--- src/rtl/bmf_pkg.sv ---
// Shared types and limits for the BMF factor decoder.
package bmf_pkg;

  typedef enum logic [1:0] {
    CFG   = 2'd0,
    RUN   = 2'd1,
    DRAIN = 2'd2
  } bmf_state_e;

  // Reduction selector for the row combine.
  localparam int BMF_OR  = 0;
  localparam int BMF_XOR = 1;

  localparam int BMF_MAX_K = 16;
  localparam int BMF_MAX_M = 64;

endpackage

--- src/rtl/bmf_row_combine.sv ---
// Boolean product of a K-bit factor with a KxM basis; one reduction lane per column.
module bmf_row_combine
  import bmf_pkg::*;
#(
  parameter int K        = 1,
  parameter int M        = 5,
  parameter int XOR_MODE = BMF_OR
) (
  input  logic [K-1:0]        k,
  input  logic [K-1:0][M-1:0] basis,
  output logic [M-1:0]        y
);

  for (genvar j = 0; j < M; j++) begin : g_col
    logic [K-1:0] terms;
    for (genvar i = 0; i < K; i++) begin : g_row
      assign terms[i] = k[i] & basis[i][j];
    end
    assign y[j] = (XOR_MODE == BMF_XOR) ? ^terms : |terms;
  end

endmodule

--- src/rtl/bmf_factor_decoder.sv ---
// Streaming BMF reconstruction: runtime-loaded basis, 2-stage stall pipeline.
module bmf_factor_decoder
  import bmf_pkg::*;
#(
  parameter int K        = 1,
  parameter int M        = 5,
  parameter int XOR_MODE = BMF_OR,
  localparam int RW      = (K > 1) ? $clog2(K) : 1
) (
  input  logic          clk,
  input  logic          rst,
  input  logic          cfg_we,
  input  logic [RW-1:0] cfg_row,
  input  logic [M-1:0]  cfg_data,
  input  logic          cfg_commit,
  input  logic          cfg_req,
  output logic          cfg_ok,
  input  logic          in_valid,
  output logic          in_ready,
  input  logic [K-1:0]  in_k,
  output logic          out_valid,
  input  logic          out_ready,
  output logic [M-1:0]  out_y,
  output logic [31:0]   out_count
);

  bmf_state_e          state;
  logic [K-1:0][M-1:0] basis;
  logic [K-1:0]        mask;
  logic [K-1:0]        wr_hot;
  logic [2:1]          vld_pipe;
  logic [K-1:0]        s1_k;
  logic [M-1:0]        prod;
  logic                s1_load, s2_load, acc;

  // One-hot row write; out-of-range rows match no bit and are dropped.
  always_comb begin
    wr_hot = '0;
    for (int i = 0; i < K; i++)
      wr_hot[i] = cfg_we & (state == CFG) & (int'(cfg_row) == i);
  end

  assign s2_load  = !vld_pipe[2] | out_ready;
  assign s1_load  = !vld_pipe[1] | s2_load;
  assign in_ready = (state == RUN) & s1_load;
  assign acc      = in_valid & in_ready;
  assign out_valid = vld_pipe[2];

  // Basis rows and written-row mask; the mask survives DRAIN so partial rewrites can commit.
  always_ff @(posedge clk) begin
    if (rst) begin
      basis <= '0;
      mask  <= '0;
    end else begin
      mask <= mask | wr_hot;
      for (int i = 0; i < K; i++)
        if (wr_hot[i]) basis[i] <= cfg_data;
    end
  end

  // Mode FSM; a same-cycle write counts toward the commit check.
  always_ff @(posedge clk) begin
    if (rst) begin
      state  <= CFG;
      cfg_ok <= 1'b0;
    end else begin
      case (state)
        CFG: if (cfg_commit && (&(mask | wr_hot))) begin
          state  <= RUN;
          cfg_ok <= 1'b1;
        end
        RUN: if (cfg_req) begin
          state  <= DRAIN;
          cfg_ok <= 1'b0;
        end
        DRAIN: if (vld_pipe == 2'b00) state <= CFG;
        default: begin
          state  <= CFG;
          cfg_ok <= 1'b0;
        end
      endcase
    end
  end

  bmf_row_combine #(.K(K), .M(M), .XOR_MODE(XOR_MODE)) u_comb (
    .k     (s1_k),
    .basis (basis),
    .y     (prod)
  );

  // S1 holds the factor, S2 holds the product; each stage advances only when its successor can take it.
  always_ff @(posedge clk) begin
    if (rst) begin
      vld_pipe <= '0;
      s1_k     <= '0;
      out_y    <= '0;
    end else begin
      if (s1_load) begin
        vld_pipe[1] <= acc;
        if (acc) s1_k <= in_k;
      end
      if (s2_load) begin
        vld_pipe[2] <= vld_pipe[1];
        if (vld_pipe[1]) out_y <= prod;
      end
    end
  end

  // Delivered-vector counter, wraps naturally.
  always_ff @(posedge clk) begin
    if (rst) out_count <= '0;
    else if (out_valid && out_ready) out_count <= out_count + 32'd1;
  end

endmodule

--- config.mk ---
export PLATFORM = sky130hd
export DESIGN_NAME = bmf_factor_decoder
export DESIGN_NICKNAME = d
export VERILOG_FILES = /design/src/rtl/bmf_pkg.sv /design/src/rtl/bmf_row_combine.sv /design/src/rtl/bmf_factor_decoder.sv
export SDC_FILE = /design/constraint.sdc
export NUM_CORES = 1
export LEC_CHECK = 0
export CAP_MARGIN = 25
export CORE_MARGIN = 1
export CORE_UTILIZATION = 40
export CTS_BUF_LIST = sky130_fd_sc_hd__clkbuf_16
export DETAILED_ROUTE_END_ITERATION = 8
export HOLD_SLACK_MARGIN = 0.1
export PLACE_DENSITY = 0.75
export RECOVER_POWER = 25
export SLEW_MARGIN = 20
export SYNTH_ARGS = -nofsm -noshare
export SYNTH_HDL_FRONTEND = slang
export SYNTH_SLANG_ARGS = --single-unit
export TNS_END_PERCENT = 20
--- constraint.sdc ---
create_clock -name clk -period 2.8 [get_ports clk]
set_clock_uncertainty 0.2 [all_clocks]
set_input_delay 0.56 -clock clk [delete_from_list [all_inputs] [get_ports clk]]
set_output_delay 0.56 -clock clk [all_outputs]
set_load 0.01 [all_outputs]
==> flow_metrics.env <==
export IMPL_power_switching_mw=0.261
export IMPL_critPathKind="flop to primary output"
export IMPL_syn_nets=268
export IMPL_grt_pass1_wl_mm=8.51
export IMPL_fill_cells=463
export IMPL_grtUsageTotal_pct=17.7
export IMPL_die_w_microns=76.3
export IMPL_clock_power_share_pct=41.2
export IMPL_routed_wl_mm=4.87
export IMPL_cts_tree="yes"
export IMPL_drive_gt1_share_pct=8.41
export IMPL_core_sq_mm=0.00520
export IMPL_synth_warning_count=0
export IMPL_gp_congestion=0.764
export IMPL_path_max_fanout=5
export IMPL_crit_end="in_ready"
export IMPL_dieArea_sq_mm=0.00582
export IMPL_cts_root_buf="clkbuf_16"
export IMPL_floorplan_io_pins=54
export IMPL_hold_violations=0
export IMPL_rsz0062_at_grt="no"
export IMPL_diodes=0
export IMPL_nets=325
export IMPL_initial_core_util_pct=42.4
export IMPL_io_buffers=53
export IMPL_ctsHtreeMaxLevel=2
export IMPL_die_h_microns=76.3
export IMPL_syn_inst=253
export IMPL_design_area_sq_mm=0.00297
export IMPL_reg2reg_setup_slack_ns=0.48
export IMPL_arrival_ns=1.73
export IMPL_ctsLongestPathBuffers=2
export IMPL_power_internal_mw=1.06
export IMPL_drv_slew=0
export IMPL_tightest_slew_ns=0.836
export IMPL_syn2layout_area_growth_pct=34.5
export IMPL_r2r_cells=4
export IMPL_p_per_area_mw_per_mm2=445
export IMPL_firstDrtPassIters=4
export IMPL_via_count=2024
export IMPL_fin_setup_tns_ns=0
export IMPL_routed_via_density=5.34
export IMPL_max_freq_mhz=401
export IMPL_worstReg2RegEnd="out_count[29]$_SDFFE_PP0P_"
export IMPL_status="completed"
export IMPL_synth_area_sq_mm=0.00221
export IMPL_grt_pass1_vias=1813
export IMPL_async_flop_share_pct=0
export IMPL_antenna_found_initial=0
export IMPL_worstReg2RegStart="out_count[5]$_SDFFE_PP0P_"
export IMPL_cp_required_ns=2.04
export IMPL_synth_edf_count=0
export IMPL_min_period_ns=2.49
export IMPL_postRouteAntennaNets=0
export IMPL_maxCapViolations=0
export IMPL_yosysUniqueCellTypes=38
export IMPL_p_seq_share_pct=53.9
export IMPL_drc=0
export IMPL_synthFlopType="dfxtp_1"
export IMPL_pwr_share_comb_pct=4.9
export IMPL_relSlewSlack_pct=44.3
export IMPL_setup_viol_count_final=0
export IMPL_switching_share_pct=19.8
export IMPL_grt_max_degree=20
export IMPL_rows=26
export IMPL_path_clk_slew_ns=0.06
export IMPL_clkLatencyLatePin_ns=0.28
export IMPL_power_leakage_nw=0.975
export IMPL_ys_ff_latch=49
export IMPL_clock_sinks=49
export IMPL_postCtsHoldBufs=0
export IMPL_drt_wirelength_per_cell_microns=12.8
export IMPL_dr_first_iter_drc_count=153
export IMPL_hold_path_class="flop to flop"
export IMPL_hpwl_mm=3.64
export IMPL_vdd_drop_max_uv=255
export IMPL_cts_buffers=5
export IMPL_critPathLaunch="state[0]$_SDFFE_PP0P_"
export IMPL_endpoint_kind="primary output"
export IMPL_dpl_cell_area_sq_mm=0.00285
export IMPL_hp_start="mask$_SDFF_PP0_"
export IMPL_syn_area_per_cell_sq_um=8.72
export IMPL_grt_ovfl_total=0
export IMPL_min_period_over_period_pct=89.0
export IMPL_start_kind="flop"
export IMPL_yosysSeqAreaShare_pct=44.4
worst min path at each step:
stage	to	slack, ns	cells after the start
finish	mask$_SDFF_PP0_	0.25	2
detailed placement	mask$_SDFF_PP0_	0.25	2
CTS	mask$_SDFF_PP0_	0.26	2
global route	out_y[4]$_SDFFE_PP0P_	0.28	2
floorplan	mask$_SDFF_PP0_	0.22	2
global placement	mask$_SDFF_PP0_	0.24	2
cell usage after synthesis, types with 5 or more instances:
master    n  area share (%)
dfxtp_1  49              44
a21oi_1  26             5.9
nor2_1   24             4.1
nand2_1  19             3.2
nand3_1  18             4.1
or4_1    13             4.4
nand4_1   9             2.6
o31ai_1   9             3.1
nor4_1    7             2.0
inv_1     6             1.0
mux2i_1   6             2.7
or3_1     6             1.7
xnor2_1   6             2.4
buf_1     5            0.85
nor2b_1   5             1.4
o21ai_0   5             1.1
xor2_1    5             2.0
layout by cell type (no fill, tap or decap), types with 7 or more instances in the layout:
master,count
clkdlybuf4s50_1,51
nor4_1,7
a21oi_1,26
nand2_1,19
or4_1,13
nand3_1,18
o31ai_1,9
nand4_1,9
nor2_1,24
buf_4,7
dfxtp_1,49
flip-flops by register name, summed over array words and instances, names as in the netlist:
signal,flops
cfg_ok,1
s1_k,1
out_y,5
vld_pipe,2
state,2
basis,5
mask,1
out_count,32
repair_timing:
action                                  in CTS  in global routing
endpoints found under the setup margin       0                  1
setup buffers                                0                  0
resized for setup                            0                  1
critical path, cell delays in order, from the launching register on:
cell,delay [ns]
dfxtp_1,0.42
nor2b_1,0.32
and2_1,0.19
clkdlybuf4s50_1,0.53
power by group through the flow:
stage	clock, mW	combinational (mW)	sequential [mW]
after global placement	0	0.0664	0.727
final	0.544	0.0644	0.712
after global routing	0.589	0.0705	0.713
after CTS	0.555	0.0674	0.712
after detailed placement	0	0.0672	0.728
after floorplan	0	0.0312	0.727
cell type report:
type	count	area (sq um)	share of cell area (%)
clock buffers	5	125	4.22
clock inverters	1	5.00	0.169
inverters	6	22.5	0.759
multi-input cells	185	1150	38.7
flip-flops and latches	49	981	33.1
well taps	70	87.6	2.95
repair buffers	63	597	20.1
layer usage:
layer / part of all wire, % / vias to the layer above / track usage [%]
met5: 0 / - / 0
met4: 1.2 / 0 / 5.77
met3: 3.8 / 5 / 2.99
met2: 46 / 44 / 27.7
met1: 49 / 942 / 24.5
li1: - / 1033 / -
cell families after synthesis:
kind of cell,Yosys count,share of synthesized area [%]
simple gates,119,30.8
xor+xnor,11,4.36
compound gates,45,12.1
buf+inv,19,3.46
fa+ha+maj,1,0.567
flops,49,44.4
mux,9,4.25
per-stage QoR:
stage	setup WS, ns	util [%]	std cells	power (mW)	hold slack, ns
floorplan	0.586	-	253	0.758	0.223
global placement	0.00270	54.7	373	0.794	0.238
detailed placement	-0.0269	54.7	373	0.795	0.247
CTS	0.0616	57.2	379	1.33	0.260
global route	0.187	57.0	379	1.37	0.283
finish	0.309	57.0	379	1.32	0.254
(Power assumes the default switching activity.)
